[src/rtl/nids_axi_pkg.sv]
// AXI3 constants, FSM state type and ring-pointer helper shared by the
// NIDS f2h write master.
package nids_axi_pkg;

  localparam logic [1:0] BURST_INCR  = 2'b01;
  localparam logic [2:0] SIZE_8B     = 3'b011;
  localparam logic [1:0] RESP_OKAY   = 2'b00;
  localparam logic [3:0] CACHE_BUF   = 4'b0011;
  localparam logic [2:0] PROT_DATA   = 3'b000;
  localparam logic [1:0] LOCK_NORMAL = 2'b00;
  localparam logic [4:0] USER_NONE   = 5'b00000;
  localparam logic [7:0] STRB_ALL    = 8'hFF;

  typedef enum logic [1:0] {
    ST_IDLE = 2'd0,
    ST_ADDR = 2'd1,
    ST_DATA = 2'd2,
    ST_RESP = 2'd3
  } wr_state_e;

  // Advance a byte offset by one burst slot, wrapping to zero at the ring end.
  function automatic logic [31:0] ring_advance(input logic [31:0] ptr,
                                               input logic [31:0] step,
                                               input logic [31:0] size);
    logic [31:0] sum;
    sum = ptr + step;
    return (sum == size) ? 32'h0000_0000 : sum;
  endfunction

endpackage

[src/rtl/nids_f2h_wr_master_if.sv]
// AXI3 write-channel bundle (AW, W, B) between the NIDS write master and
// the HPS f2h slave port.
interface nids_f2h_wr_master_if;
  logic [7:0]  awid;
  logic [31:0] awaddr;
  logic [3:0]  awlen;
  logic [2:0]  awsize;
  logic [1:0]  awburst;
  logic [1:0]  awlock;
  logic [3:0]  awcache;
  logic [2:0]  awprot;
  logic [4:0]  awuser;
  logic        awvalid;
  logic        awready;
  logic [7:0]  wid;
  logic [63:0] wdata;
  logic [7:0]  wstrb;
  logic        wlast;
  logic        wvalid;
  logic        wready;
  logic [7:0]  bid;
  logic [1:0]  bresp;
  logic        bvalid;
  logic        bready;

  modport master (
    output awid, awaddr, awlen, awsize, awburst, awlock, awcache, awprot, awuser, awvalid,
    input  awready,
    output wid, wdata, wstrb, wlast, wvalid,
    input  wready,
    input  bid, bresp, bvalid,
    output bready
  );

  modport slave (
    input  awid, awaddr, awlen, awsize, awburst, awlock, awcache, awprot, awuser, awvalid,
    output awready,
    input  wid, wdata, wstrb, wlast, wvalid,
    output wready,
    output bid, bresp, bvalid,
    input  bready
  );
endinterface

[src/rtl/nids_sync_fifo.sv]
// Show-ahead synchronous FIFO with occupancy count and a registered
// not-full flag that stays low while in reset.
module nids_sync_fifo #(
  parameter int WIDTH = 64,
  parameter int DEPTH = 32
) (
  input  logic                     clk,
  input  logic                     rst_n,
  input  logic                     push,
  input  logic [WIDTH-1:0]         din,
  output logic                     not_full,
  input  logic                     pop,
  output logic [WIDTH-1:0]         dout,
  output logic [$clog2(DEPTH):0]   count
);
  localparam int AW = $clog2(DEPTH);
  localparam int CW = AW + 1;

  logic [WIDTH-1:0] mem_r [DEPTH];
  logic [AW-1:0]    wr_idx_r;
  logic [AW-1:0]    rd_idx_r;
  logic [CW-1:0]    count_r;
  logic [CW-1:0]    count_nxt_s;
  logic             not_full_r;
  logic             push_ok_s;
  logic             pop_ok_s;

  assign push_ok_s   = push & not_full_r;
  assign pop_ok_s    = pop & (count_r != {CW{1'b0}});
  assign count_nxt_s = count_r + CW'(push_ok_s) - CW'(pop_ok_s);

  // Storage array; contents need no reset because count gates visibility.
  always_ff @(posedge clk) begin
    if (push_ok_s) begin
      mem_r[wr_idx_r] <= din;
    end
  end

  // Pointers, occupancy and registered ready flag.
  always_ff @(posedge clk or negedge rst_n) begin
    if (!rst_n) begin
      wr_idx_r   <= {AW{1'b0}};
      rd_idx_r   <= {AW{1'b0}};
      count_r    <= {CW{1'b0}};
      not_full_r <= 1'b0;
    end else begin
      wr_idx_r   <= push_ok_s ? wr_idx_r + AW'(1'b1) : wr_idx_r;
      rd_idx_r   <= pop_ok_s ? rd_idx_r + AW'(1'b1) : rd_idx_r;
      count_r    <= count_nxt_s;
      not_full_r <= (count_nxt_s != CW'(DEPTH));
    end
  end

  assign dout     = mem_r[rd_idx_r];
  assign count    = count_r;
  assign not_full = not_full_r;
endmodule

[src/rtl/nids_f2h_wr_master.sv]
// Drains the NIDS 64-bit record stream into an HPS DDR ring buffer with
// AXI3 INCR bursts and publishes the ring write pointer.
module nids_f2h_wr_master
  import nids_axi_pkg::*;
#(
  parameter logic [7:0] AXI_ID     = 8'h00,
  parameter int         BURST_LEN  = 16,
  parameter int         FIFO_DEPTH = 32
) (
  input  logic                        clk,
  input  logic                        rst_n,
  input  logic                        enable,
  input  logic [31:0]                 ring_base,
  input  logic [31:0]                 ring_size,
  input  logic                        flush,
  input  logic [63:0]                 s_data,
  input  logic                        s_valid,
  output logic                        s_ready,
  output logic [31:0]                 wr_ptr,
  output logic [31:0]                 burst_cnt,
  output logic                        err,
  nids_f2h_wr_master_if.master        axi
);
  localparam int          CW          = $clog2(FIFO_DEPTH) + 1;
  localparam logic [31:0] BURST_BYTES = 32'(BURST_LEN * 8);

  wr_state_e   state_r, state_nxt_s;
  logic [CW-1:0] count_s;
  logic [63:0] head_s;
  logic        pop_s;
  logic        flush_pend_r, enable_d_r;
  logic        enable_rise_s, launch_s, aw_hs_s, w_hs_s, b_hs_s;
  logic [4:0]  take_s;

  logic [31:0] awaddr_r, awaddr_nxt_s;
  logic [3:0]  awlen_r, awlen_nxt_s;
  logic        awvalid_r, awvalid_nxt_s;
  logic [63:0] wdata_r, wdata_nxt_s;
  logic        wlast_r, wlast_nxt_s, wvalid_r, wvalid_nxt_s;
  logic        bready_r, bready_nxt_s;
  logic [4:0]  nbeats_r, nbeats_nxt_s, beat_idx_r, beat_idx_nxt_s;
  logic [31:0] wr_ptr_r, wr_ptr_nxt_s, burst_cnt_r, burst_cnt_nxt_s;
  logic        err_r, err_nxt_s;
  logic        unused_bid_s;

  nids_sync_fifo #(.WIDTH(64), .DEPTH(FIFO_DEPTH)) u_fifo (
    .clk(clk), .rst_n(rst_n), .push(s_valid), .din(s_data), .not_full(s_ready),
    .pop(pop_s), .dout(head_s), .count(count_s)
  );

  assign enable_rise_s = enable & ~enable_d_r & (state_r == ST_IDLE);
  assign launch_s      = (state_r == ST_IDLE) & enable &
                         ((count_s >= CW'(BURST_LEN)) | (flush_pend_r & (count_s != {CW{1'b0}})));
  assign take_s        = (count_s >= CW'(BURST_LEN)) ? 5'(BURST_LEN) : 5'(count_s);
  assign aw_hs_s       = awvalid_r & axi.awready;
  assign w_hs_s        = wvalid_r & axi.wready;
  assign b_hs_s        = bready_r & axi.bvalid;
  assign unused_bid_s  = ^axi.bid;

  // FSM state register.
  always_ff @(posedge clk or negedge rst_n) begin
    if (!rst_n) state_r <= ST_IDLE;
    else        state_r <= state_nxt_s;
  end

  // Next-state logic: one outstanding burst at a time.
  always_comb begin
    state_nxt_s = state_r;
    case (state_r)
      ST_IDLE: state_nxt_s = launch_s ? ST_ADDR : ST_IDLE;
      ST_ADDR: state_nxt_s = aw_hs_s ? ST_DATA : ST_ADDR;
      ST_DATA: state_nxt_s = (w_hs_s && wlast_r) ? ST_RESP : ST_DATA;
      ST_RESP: state_nxt_s = b_hs_s ? ST_IDLE : ST_RESP;
      default: state_nxt_s = ST_IDLE;
    endcase
  end

  // Output logic: next values of the registered AXI outputs and status.
  always_comb begin
    awvalid_nxt_s = awvalid_r;   awaddr_nxt_s   = awaddr_r;   awlen_nxt_s     = awlen_r;
    nbeats_nxt_s  = nbeats_r;    wvalid_nxt_s   = wvalid_r;   wdata_nxt_s     = wdata_r;
    wlast_nxt_s   = wlast_r;     beat_idx_nxt_s = beat_idx_r; bready_nxt_s    = bready_r;
    wr_ptr_nxt_s  = wr_ptr_r;    err_nxt_s      = err_r;      burst_cnt_nxt_s = burst_cnt_r;
    pop_s         = 1'b0;
    case (state_r)
      ST_IDLE: begin
        if (enable_rise_s) begin
          wr_ptr_nxt_s = 32'h0; burst_cnt_nxt_s = 32'h0; err_nxt_s = 1'b0;
        end else begin
          wr_ptr_nxt_s = wr_ptr_r;
        end
        if (launch_s) begin
          awvalid_nxt_s = 1'b1;
          nbeats_nxt_s  = take_s;
          awlen_nxt_s   = 4'(take_s - 5'd1);
          awaddr_nxt_s  = ring_base + (enable_rise_s ? 32'h0 : wr_ptr_r);
        end else begin
          awvalid_nxt_s = 1'b0;
        end
      end
      ST_ADDR: begin
        // The first beat is prefetched into the W register on the AW handshake.
        if (aw_hs_s) begin
          awvalid_nxt_s = 1'b0; wvalid_nxt_s = 1'b1; wdata_nxt_s = head_s; pop_s = 1'b1;
          wlast_nxt_s = (nbeats_r == 5'd1); beat_idx_nxt_s = 5'd0;
        end else begin
          awvalid_nxt_s = 1'b1;
        end
      end
      ST_DATA: begin
        if (w_hs_s && wlast_r) begin
          wvalid_nxt_s = 1'b0; wlast_nxt_s = 1'b0; bready_nxt_s = 1'b1;
        end else if (w_hs_s) begin
          wdata_nxt_s = head_s; pop_s = 1'b1; beat_idx_nxt_s = beat_idx_r + 5'd1;
          wlast_nxt_s = ((beat_idx_r + 5'd2) == nbeats_r);
        end else begin
          wvalid_nxt_s = wvalid_r;
        end
      end
      ST_RESP: begin
        // Partial bursts still consume a full slot so bursts never cross 4 KB.
        if (b_hs_s) begin
          bready_nxt_s    = 1'b0;
          wr_ptr_nxt_s    = ring_advance(wr_ptr_r, BURST_BYTES, ring_size);
          burst_cnt_nxt_s = burst_cnt_r + 32'd1;
          err_nxt_s       = err_r | (axi.bresp != RESP_OKAY);
        end else begin
          bready_nxt_s = 1'b1;
        end
      end
      default: begin
        awvalid_nxt_s = 1'b0; wvalid_nxt_s = 1'b0; wlast_nxt_s = 1'b0; bready_nxt_s = 1'b0;
      end
    endcase
  end

  // Output and status registers.
  always_ff @(posedge clk or negedge rst_n) begin
    if (!rst_n) begin
      awvalid_r <= 1'b0;  awaddr_r <= 32'h0;  awlen_r <= 4'h0;  nbeats_r <= 5'd0;
      wvalid_r  <= 1'b0;  wdata_r  <= 64'h0;  wlast_r <= 1'b0;  beat_idx_r <= 5'd0;
      bready_r  <= 1'b0;  wr_ptr_r <= 32'h0;  burst_cnt_r <= 32'h0;  err_r <= 1'b0;
      flush_pend_r <= 1'b0;  enable_d_r <= 1'b0;
    end else begin
      awvalid_r <= awvalid_nxt_s;  awaddr_r <= awaddr_nxt_s;  awlen_r <= awlen_nxt_s;
      nbeats_r  <= nbeats_nxt_s;   wvalid_r <= wvalid_nxt_s;  wdata_r <= wdata_nxt_s;
      wlast_r   <= wlast_nxt_s;    beat_idx_r <= beat_idx_nxt_s;  bready_r <= bready_nxt_s;
      wr_ptr_r  <= wr_ptr_nxt_s;   burst_cnt_r <= burst_cnt_nxt_s;  err_r <= err_nxt_s;
      flush_pend_r <= flush ? 1'b1 : (launch_s ? 1'b0 : flush_pend_r);
      enable_d_r   <= enable;
    end
  end

  assign axi.awid    = AXI_ID;
  assign axi.awaddr  = awaddr_r;
  assign axi.awlen   = awlen_r;
  assign axi.awsize  = SIZE_8B;
  assign axi.awburst = BURST_INCR;
  assign axi.awlock  = LOCK_NORMAL;
  assign axi.awcache = CACHE_BUF;
  assign axi.awprot  = PROT_DATA;
  assign axi.awuser  = USER_NONE;
  assign axi.awvalid = awvalid_r;
  assign axi.wid     = AXI_ID;
  assign axi.wdata   = wdata_r;
  assign axi.wstrb   = STRB_ALL;
  assign axi.wlast   = wlast_r;
  assign axi.wvalid  = wvalid_r;
  assign axi.bready  = bready_r;
  assign wr_ptr      = wr_ptr_r;
  assign burst_cnt   = burst_cnt_r;
  assign err         = err_r;
endmodule

[src/flat_wrapper.sv]
// flat-port wrapper written by rule: the top's interface ports become plain ports
module nids_f2h_wr_master_flat import nids_axi_pkg::*;
#(
  parameter logic [7:0] AXI_ID     = 8'h00,
  parameter int         BURST_LEN  = 16,
  parameter int         FIFO_DEPTH = 32
)
  (clk, rst_n, enable, ring_base, ring_size, flush, s_data, s_valid, s_ready, wr_ptr, burst_cnt, err, axi_awid, axi_awaddr, axi_awlen, axi_awsize, axi_awburst, axi_awlock, axi_awcache, axi_awprot, axi_awuser, axi_awvalid, axi_awready, axi_wid, axi_wdata, axi_wstrb, axi_wlast, axi_wvalid, axi_wready, axi_bid, axi_bresp, axi_bvalid, axi_bready);
  nids_f2h_wr_master_if axi_i ();
  input  logic clk;
  input  logic rst_n;
  input  logic enable;
  input  logic [31:0] ring_base;
  input  logic [31:0] ring_size;
  input  logic flush;
  input  logic [63:0] s_data;
  input  logic s_valid;
  output logic s_ready;
  output logic [31:0] wr_ptr;
  output logic [31:0] burst_cnt;
  output logic err;
  output wire logic [$bits(axi_i.awid)-1:0] axi_awid;
  output wire logic [$bits(axi_i.awaddr)-1:0] axi_awaddr;
  output wire logic [$bits(axi_i.awlen)-1:0] axi_awlen;
  output wire logic [$bits(axi_i.awsize)-1:0] axi_awsize;
  output wire logic [$bits(axi_i.awburst)-1:0] axi_awburst;
  output wire logic [$bits(axi_i.awlock)-1:0] axi_awlock;
  output wire logic [$bits(axi_i.awcache)-1:0] axi_awcache;
  output wire logic [$bits(axi_i.awprot)-1:0] axi_awprot;
  output wire logic [$bits(axi_i.awuser)-1:0] axi_awuser;
  output wire logic [$bits(axi_i.awvalid)-1:0] axi_awvalid;
  input wire logic [$bits(axi_i.awready)-1:0] axi_awready;
  output wire logic [$bits(axi_i.wid)-1:0] axi_wid;
  output wire logic [$bits(axi_i.wdata)-1:0] axi_wdata;
  output wire logic [$bits(axi_i.wstrb)-1:0] axi_wstrb;
  output wire logic [$bits(axi_i.wlast)-1:0] axi_wlast;
  output wire logic [$bits(axi_i.wvalid)-1:0] axi_wvalid;
  input wire logic [$bits(axi_i.wready)-1:0] axi_wready;
  input wire logic [$bits(axi_i.bid)-1:0] axi_bid;
  input wire logic [$bits(axi_i.bresp)-1:0] axi_bresp;
  input wire logic [$bits(axi_i.bvalid)-1:0] axi_bvalid;
  output wire logic [$bits(axi_i.bready)-1:0] axi_bready;
  assign axi_awid = axi_i.awid;
  assign axi_awaddr = axi_i.awaddr;
  assign axi_awlen = axi_i.awlen;
  assign axi_awsize = axi_i.awsize;
  assign axi_awburst = axi_i.awburst;
  assign axi_awlock = axi_i.awlock;
  assign axi_awcache = axi_i.awcache;
  assign axi_awprot = axi_i.awprot;
  assign axi_awuser = axi_i.awuser;
  assign axi_awvalid = axi_i.awvalid;
  assign axi_i.awready = axi_awready;
  assign axi_wid = axi_i.wid;
  assign axi_wdata = axi_i.wdata;
  assign axi_wstrb = axi_i.wstrb;
  assign axi_wlast = axi_i.wlast;
  assign axi_wvalid = axi_i.wvalid;
  assign axi_i.wready = axi_wready;
  assign axi_i.bid = axi_bid;
  assign axi_i.bresp = axi_bresp;
  assign axi_i.bvalid = axi_bvalid;
  assign axi_bready = axi_i.bready;
  nids_f2h_wr_master #(.AXI_ID(AXI_ID), .BURST_LEN(BURST_LEN), .FIFO_DEPTH(FIFO_DEPTH)) u_core (.clk(clk), .rst_n(rst_n), .enable(enable), .ring_base(ring_base), .ring_size(ring_size), .flush(flush), .s_data(s_data), .s_valid(s_valid), .s_ready(s_ready), .wr_ptr(wr_ptr), .burst_cnt(burst_cnt), .err(err), .axi(axi_i));
endmodule
[config.mk]
export PLATFORM = sky130hd
export DESIGN_NAME = nids_f2h_wr_master_flat
export DESIGN_NICKNAME = d
export VERILOG_FILES = /design/src/rtl/nids_axi_pkg.sv /design/src/rtl/nids_f2h_wr_master_if.sv /design/src/rtl/nids_sync_fifo.sv /design/src/rtl/nids_f2h_wr_master.sv /design/src/flat_wrapper.sv
export SDC_FILE = /design/constraint.sdc
export NUM_CORES = 2
export LEC_CHECK = 0
export BUFFER_PORTS_ARGS = -buffer_cell sky130_fd_sc_hd__buf_2
export CAP_MARGIN = 40
export CORE_MARGIN = 8
export CORE_UTILIZATION = 30
export CTS_BUF_LIST = sky130_fd_sc_hd__clkbuf_4
export DETAILED_ROUTE_END_ITERATION = 6
export GPL_TIMING_DRIVEN = 1
export HOLD_SLACK_MARGIN = 0.15
export PLACE_DENSITY = 0.43
export SLEW_MARGIN = 20
export SYNTH_ARGS = -nofsm -noshare
export SYNTH_HDL_FRONTEND = slang
export SYNTH_SLANG_ARGS = --single-unit
[constraint.sdc]
create_clock -name clk -period 9.2 [get_ports clk]
set_clock_uncertainty 0.1 [all_clocks]
set_input_delay 1.84 -clock clk [delete_from_list [all_inputs] [get_ports clk]]
set_output_delay 1.84 -clock clk [all_outputs]
set_load 0.01 [all_outputs]
== After elaboration in Yosys (flattened, before gate mapping) ==
Memory sizes are Yosys's and may differ from the RTL's.
Cells that the tools add are included.
W data, S select, Z words.

* Add/sub/neg operators: 10
* $mul: 0
* Divide/modulo/power cells: 0
* Magnitude comparators: 1
* Equality and inequality tests: 14
* Shift-type cells: 0
* Muxes and demuxes: 45
* Bitwise operators: 13
* Reductions and logical operators: 16

{| class="wikitable"
|+ Operator list
! kind !! number
|-
| $mux W64 || 3
|-
| $mux W32 || 5
|-
| $pmux W32 S2 || 2
|-
| $pmux W64 S2 || 1
|-
| $add A32 B1 Y32 const B || 1
|-
| $add A32 B32 Y32 || 1
|-
| $add A32 B8 Y32 const B || 1
|-
| $eq A32 B32 Y1 || 1
|-
| $mux W1 || 20
|-
| $mux W5 || 4
|-
| $add A5 B1 Y5 const B || 3
|-
| $pmux W1 S2 || 6
|-
| $reduce_bool A2 Y1 || 6
|-
| $and A1 B1 Y1 || 10
|-
| $ne A2 B1 Y1 const B || 5
|-
| $pmux W5 S2 || 1
|-
| $reduce_and A3 Y1 || 3
|-
| $pmux W2 S4 || 1
|-
| $add A6 B1 Y6 || 1
|-
| $ge A6 B5 Y1 const B || 1
|-
| $ne A6 B6 Y1 const B || 1
|-
| $reduce_and A2 Y1 || 3
|-
| $reduce_bool A6 Y1 || 1
|-
| $sub A6 B1 Y6 || 1
|-
| other kinds (14) || 17
|}

* Flip-flop bits (word level): 200
* Bits in latches: 0
* Memory bits (writable): 2048
* ROM bits: 0
* Input bits: 146
* Output and inout bits: 213
* Word-level logic and storage cells: 119
* Memories: 1

{| class="wikitable"
|+ Memory list
! memory !! words !! width !! read ports !! clocked after memory_dff !! write ports !! line !! text
|-
| u_core.u_fifo.mem_r || 32 || 64 || 1 || 0 || 1 || nids_sync_fifo.sv:19 || <nowiki>logic [WIDTH-1:0] mem_r [DEPTH];</nowiki>
|}

== Depth between registers and ports, before layout ==
* Depth after elaboration: 7
* Mapped depth: 18

== Cells and area by module ==
A second synthesis with hierarchy kept.

* Cell total of the unflattened synthesis: 4764
* Area total of the unflattened synthesis: 89773.6 µm²

{| class="wikitable"
|+ Modules (own cells, without submodules)
! module !! times used !! cells each !! area an instance (µm²) !! sequential area each (µm²)
|-
| nids_sync_fifo || 1 || 3561 || 78460.2 || 61924.4
|-
| nids_f2h_wr_master || 1 || 1203 || 11313.4 || 4579.4
|}

== Least setup slack after synthesis ==
OpenSTA, ideal clock, no wires.

* Path kind: in2reg
* Start point: input s_valid
* End point: memory u_core.u_fifo.mem_r[23][0], enable pin
* Arrival time: 5214 ps
* Setup slack: 3399 ps
* Stages: 5
* Path buffers: 2
* Cells stage by stage: and2_1 > clkbuf_1 > nand2_1 > clkbuf_1 > nor2_1

* Word-level cells in the longest chain between the ends: 3

{| class="wikitable"
|+ Ends and longest elaborated chain
! item !! line !! text
|-
| from (decl) || flat_wrapper.sv:17 || <nowiki>input logic s_valid;</nowiki>
|-
| $and A1 B1 Y1 || nids_sync_fifo.sv:28 || <nowiki>assign push_ok_s = push & not_full_r;</nowiki>
|-
| $mux W1 || nids_sync_fifo.sv:34 || <nowiki>if (push_ok_s) begin</nowiki>
|-
| $mux W1 (implied by the code) || nids_sync_fifo.sv:35 || <nowiki>mem_r[wr_idx_r] <= din;</nowiki>
|-
| to (decl) || nids_sync_fifo.sv:19 ||
|}

No other way between the ends.

== Worst setup path after layout ==
* Start point: register u_core.state_r[0]
* End point: register u_core.awaddr_r[20], in the netlist u_core.axi.awaddr[20]

* Word-level cells in the longest chain between the ends: 4
* Elaborated cells between the ends (all ways): 7

{| class="wikitable"
|+ Ends and longest elaborated chain
! item !! line !! text
|-
| from (decl) || nids_f2h_wr_master.sv:27 || <nowiki>wr_state_e state_r, state_nxt_s;</nowiki>
|-
| from (signal assigned) || nids_f2h_wr_master.sv:63 || <nowiki>else state_r <= state_nxt_s;</nowiki>
|-
| $logic_not A2 Y1 (*) || nids_f2h_wr_master.sv:51, nids_f2h_wr_master.sv:52, nids_f2h_wr_master.sv:85 ||
|-
| $and A1 B1 Y1, on equally long branches || nids_f2h_wr_master.sv:51, nids_f2h_wr_master.sv:52 ||
|-
| $mux W32 or $and A1 B1 Y1 (tied branches) || nids_f2h_wr_master.sv:96, nids_f2h_wr_master.sv:52 ||
|-
| $add A32 B32 Y32 or $reduce_and A2 Y1 (tied branches) || - ||
|-
| to (signal assigned) || nids_f2h_wr_master.sv:145 || <nowiki>awvalid_r <= awvalid_nxt_s; awaddr_r <= awaddr_nxt_s; awlen_r <= awlen_nxt_s;</nowiki>
|-
| to (decl) || nids_f2h_wr_master.sv:35 || <nowiki>logic [31:0] awaddr_r, awaddr_nxt_s;</nowiki>
|}

Every way passes the cells marked *; elsewhere a longest branch is shown, timed or not.
A chain may end at the register's enable or synchronous reset.

==> results.toml <==
[grt]
grt_use_total_pct = 16.1
grt.overflow.total = 0
grt_pass1_wl_um = 367000
grt_start_max_net_pins = 107
grt_pass1_vias = 49266
antenna_found_initial = 47

[cts]
root_buffer = "clkbuf_4"
path_clk_slew_ns = 0.06
cts_tree = "built"
cts_setup_buffers = 0
clock_latency_ns = 1.42
cts_buffers = 631
cts_sinks = 2248
cts-resized-gates = 0
clockBufferDepth = 4
htreeDepth = 6

[detailed_routing]
drc = 0
vias = 46416
drt_wl_total_um = 259000
drtPass1Iterations = 5
post_drt_wl_per_cell_um = 27.0
drtIter0Drc = 3582
vias_per_cell = 4.84
drt.antenna.violating_nets = 0

[finish]
fin_nets = 5328
nFillCells = 28031
seqCellArea_um2 = 66500
multi_input_comb_area_um2 = 21600
areaGrowthSynthToFinish_pct = 17.9
fin_cells = 9589
layout-drive-gt1-share_pct = 38.6

[setup_path]
cpLargestDelayFamily = "simple AND/OR/NAND/NOR gates"
crit_buf_inv = 1
crit_type = "register to register"
required_ns = 10.36
arrival_ns = 5.71
crit_chain = "inv_1, ha_1, nand2_1, or2_2, and2_1, ha_1, fa_1, nand3_1, a211oi_1, or2_2, a221oi_1, o21ai_0, nor4b_1, o41ai_1, xnor2_1, o21ai_0"
critical_path.max_stage_delay_ns = 0.54
critPathCaptureType = "register"
worstSetupStartpointType = "register"
crit_path_max_fanout = 34
cpMaxStageDelayCell = "or2_2"

[power_and_ir_drop]
static-leakage-power_uw = 0.0349
peakVddDrop_v = 0.000269
fin_total_pwr_uw = 29700
power_density_nw_per_um2 = 283

[yosys]
yosysMostFrequentCell = "edfxtp_1"
syn_area_um2 = 89000
synth_warnings = 0
synthFlopType = "edfxtp_1"
synth.distinct_cells = 71
postSynthCellCount = 4259
yosysSeqAreaShare_pct = 74.7
synth_area_leaders = "edfxtp_1 (69%), mux4_2 (16%), dfrtp_1 (5.6%), mux2i_1 (0.88%), nand2_1 (0.83%)"
syn_avg_cell_area_um2 = 20.9
synth_top_area_share_pct = 69.1
ys_async_sr_fraction_pct = 8.90
ys_ff_latch = 2248
synth_edf_count = 2048
synth_area_leader_cell = "edfxtp_1"
netlist_top_cells_count = "edfxtp_1 (2,048), mux4_2 (640), dfrtp_1 (200)"

[timing]
tightest_slew_ns = 0.891
fmax_ghz = 0.220
rsz0062_at_grt = "false"
finalHoldWorstSlack_ns = 0.370
fin_tns_setup_ns = 0
period_share_pct = 49.5
relSlewSlack_pct = 40.6
finalHoldViolCount = 0
setup_viol = 0
fin_ws_ns = 4.65
maxSlewViolCount = 0
fin_crit_ns = 4.55

[die]
die_h_um = 561
num_io_pins = 359
rows = 200
coreArea_um2 = 296000
die_area_um2 = 314000
start_util_pct = 30.1
die_w_um = 561

[worst_hold_path]
hold_class = "register to register"

[flow_run]
max_cap_viol_count = 0

[status]
status = "complete, no violations"

[placed_design]
dpl.hpwl_um = 141000
place_congestion = 0.796
io_buffer_count = 307
place_ws_ns = 3.36
dp_cells = 8427
==> registers in the layout, indices dropped and copies added (netlist names), 6 cells and up <==
register and count:
u_core.axi.awaddr 32, u_core.u_fifo.mem_r 2048, u_core.burst_cnt 32, u_core.axi.wdata 64
u_core.wr_ptr 32, u_core.u_fifo.count 6
==> power breakdown <==
part	total (µW)	leakage, µW	switching (µW)	internal [µW]
clock network	9380	0.00496	4390	4990
registers	12500	0.0210	441	12000
logic	7830	0.00897	4300	3530
==> cells by family (layout without fill, tap and decap cells) <==
group                    after synthesis  in the layout  synth area share, %
buffers and inverters                297           1634                 1.49
multiplexers                         720            720                 17.1
XOR/XNOR                             111            111                 1.09
flip-flops                          2248           2248                 74.7
adder cells (fa/ha/maj)               56             56                0.804
AO/OA/AOI/OAI                        297            297                 1.94
other                                  2             56              0.00844
AND/OR/NAND/NOR                      528            528                 2.87
==> through the flow <==
step	util (%)	area, µm²
after floorplan	-	89200
after global placement	32.3	95700
after detailed placement	32.6	96500
after CTS	35.4	105000
after global routing	35.5	105000
final	35.5	105000
==> layout by cell type (no fill, tap or decap), drive strengths merged, types with 48 or more instances in the layout <==
master	netlist	final
clkbuf	136	969
edfxtp	2048	2048
mux2i	78	78
nor2	104	104
dfrtp	200	200
buf	118	444
mux4	640	640
nand3	58	58
and2	48	48
o21ai	138	138
nand2	197	197
xor2	52	52
xnor2	59	59
inv	43	78
clkinv	0	129
ha	54	54
a21oi	72	72
==> routing by layer <==
metal | wire (µm) | up-vias | track usage [%]
met5 | 165 | - | 0
met4 | 5560 | 24 | 4.59
met3 | 16800 | 420 | 3.63
met2 | 123000 | 1559 | 26.0
met1 | 114000 | 24694 | 22.0
li1 | - | 19719 | -
==> path summary, 6_finish.rpt <==
| check | start | to | slack [ns] | cells past startpoint |
|---|---|---|---|---|
| max | u_core.state_r[0] | u_core.axi.awaddr[20] | 4.65 | 16 |
| min | u_core.axi.wdata[59] | u_core.axi.wdata[59] | 0.37 | 2 |
| min in group asynchronous | rst_n | u_core.burst_cnt[14] | 0.90 | 2 |
| min reg2reg | u_core.axi.wdata[59] | u_core.axi.wdata[59] | 0.37 | 2 |
| max in group asynchronous | rst_n | u_core.axi.wdata[28] | 6.80 | 3 |
| max reg2reg | u_core.state_r[0] | u_core.axi.awaddr[20] | 4.65 | 16 |
==> timing repair <==
| action | 4_1_cts | 5_1_grt |
|---|---|---|
| setup endpoints to repair | 0 | 0 |
| endpoints found under the hold margin | 58 | 0 |
| hold buffers | 1 | 0 |
==> worst reg2reg max path: cells and delay by family, from the launching register on <==
kind / cells / cell delay (ns)
XOR/XNOR: 1 / 0.17
AO/OA/AOI/OAI: 5 / 0.97
buffers and inverters: 1 / 0.11
AND/OR/NAND/NOR: 6 / 1.81
adder cells (fa/ha/maj): 3 / 0.86
flip-flops: 1 / 0.40
==> cell type report <==
cell class / count / share of cell area, %
antenna: 13 / 0.0310
clock buffer: 968 / 6.92
clock inverter: 176 / 1.05
inverter: 43 / 0.154
multi-input combinational: 1755 / 20.6
sequential: 2248 / 63.4
tap: 3939 / 4.69
timing repair buffer: 447 / 3.20
Power figures use the tool's default switching activity.
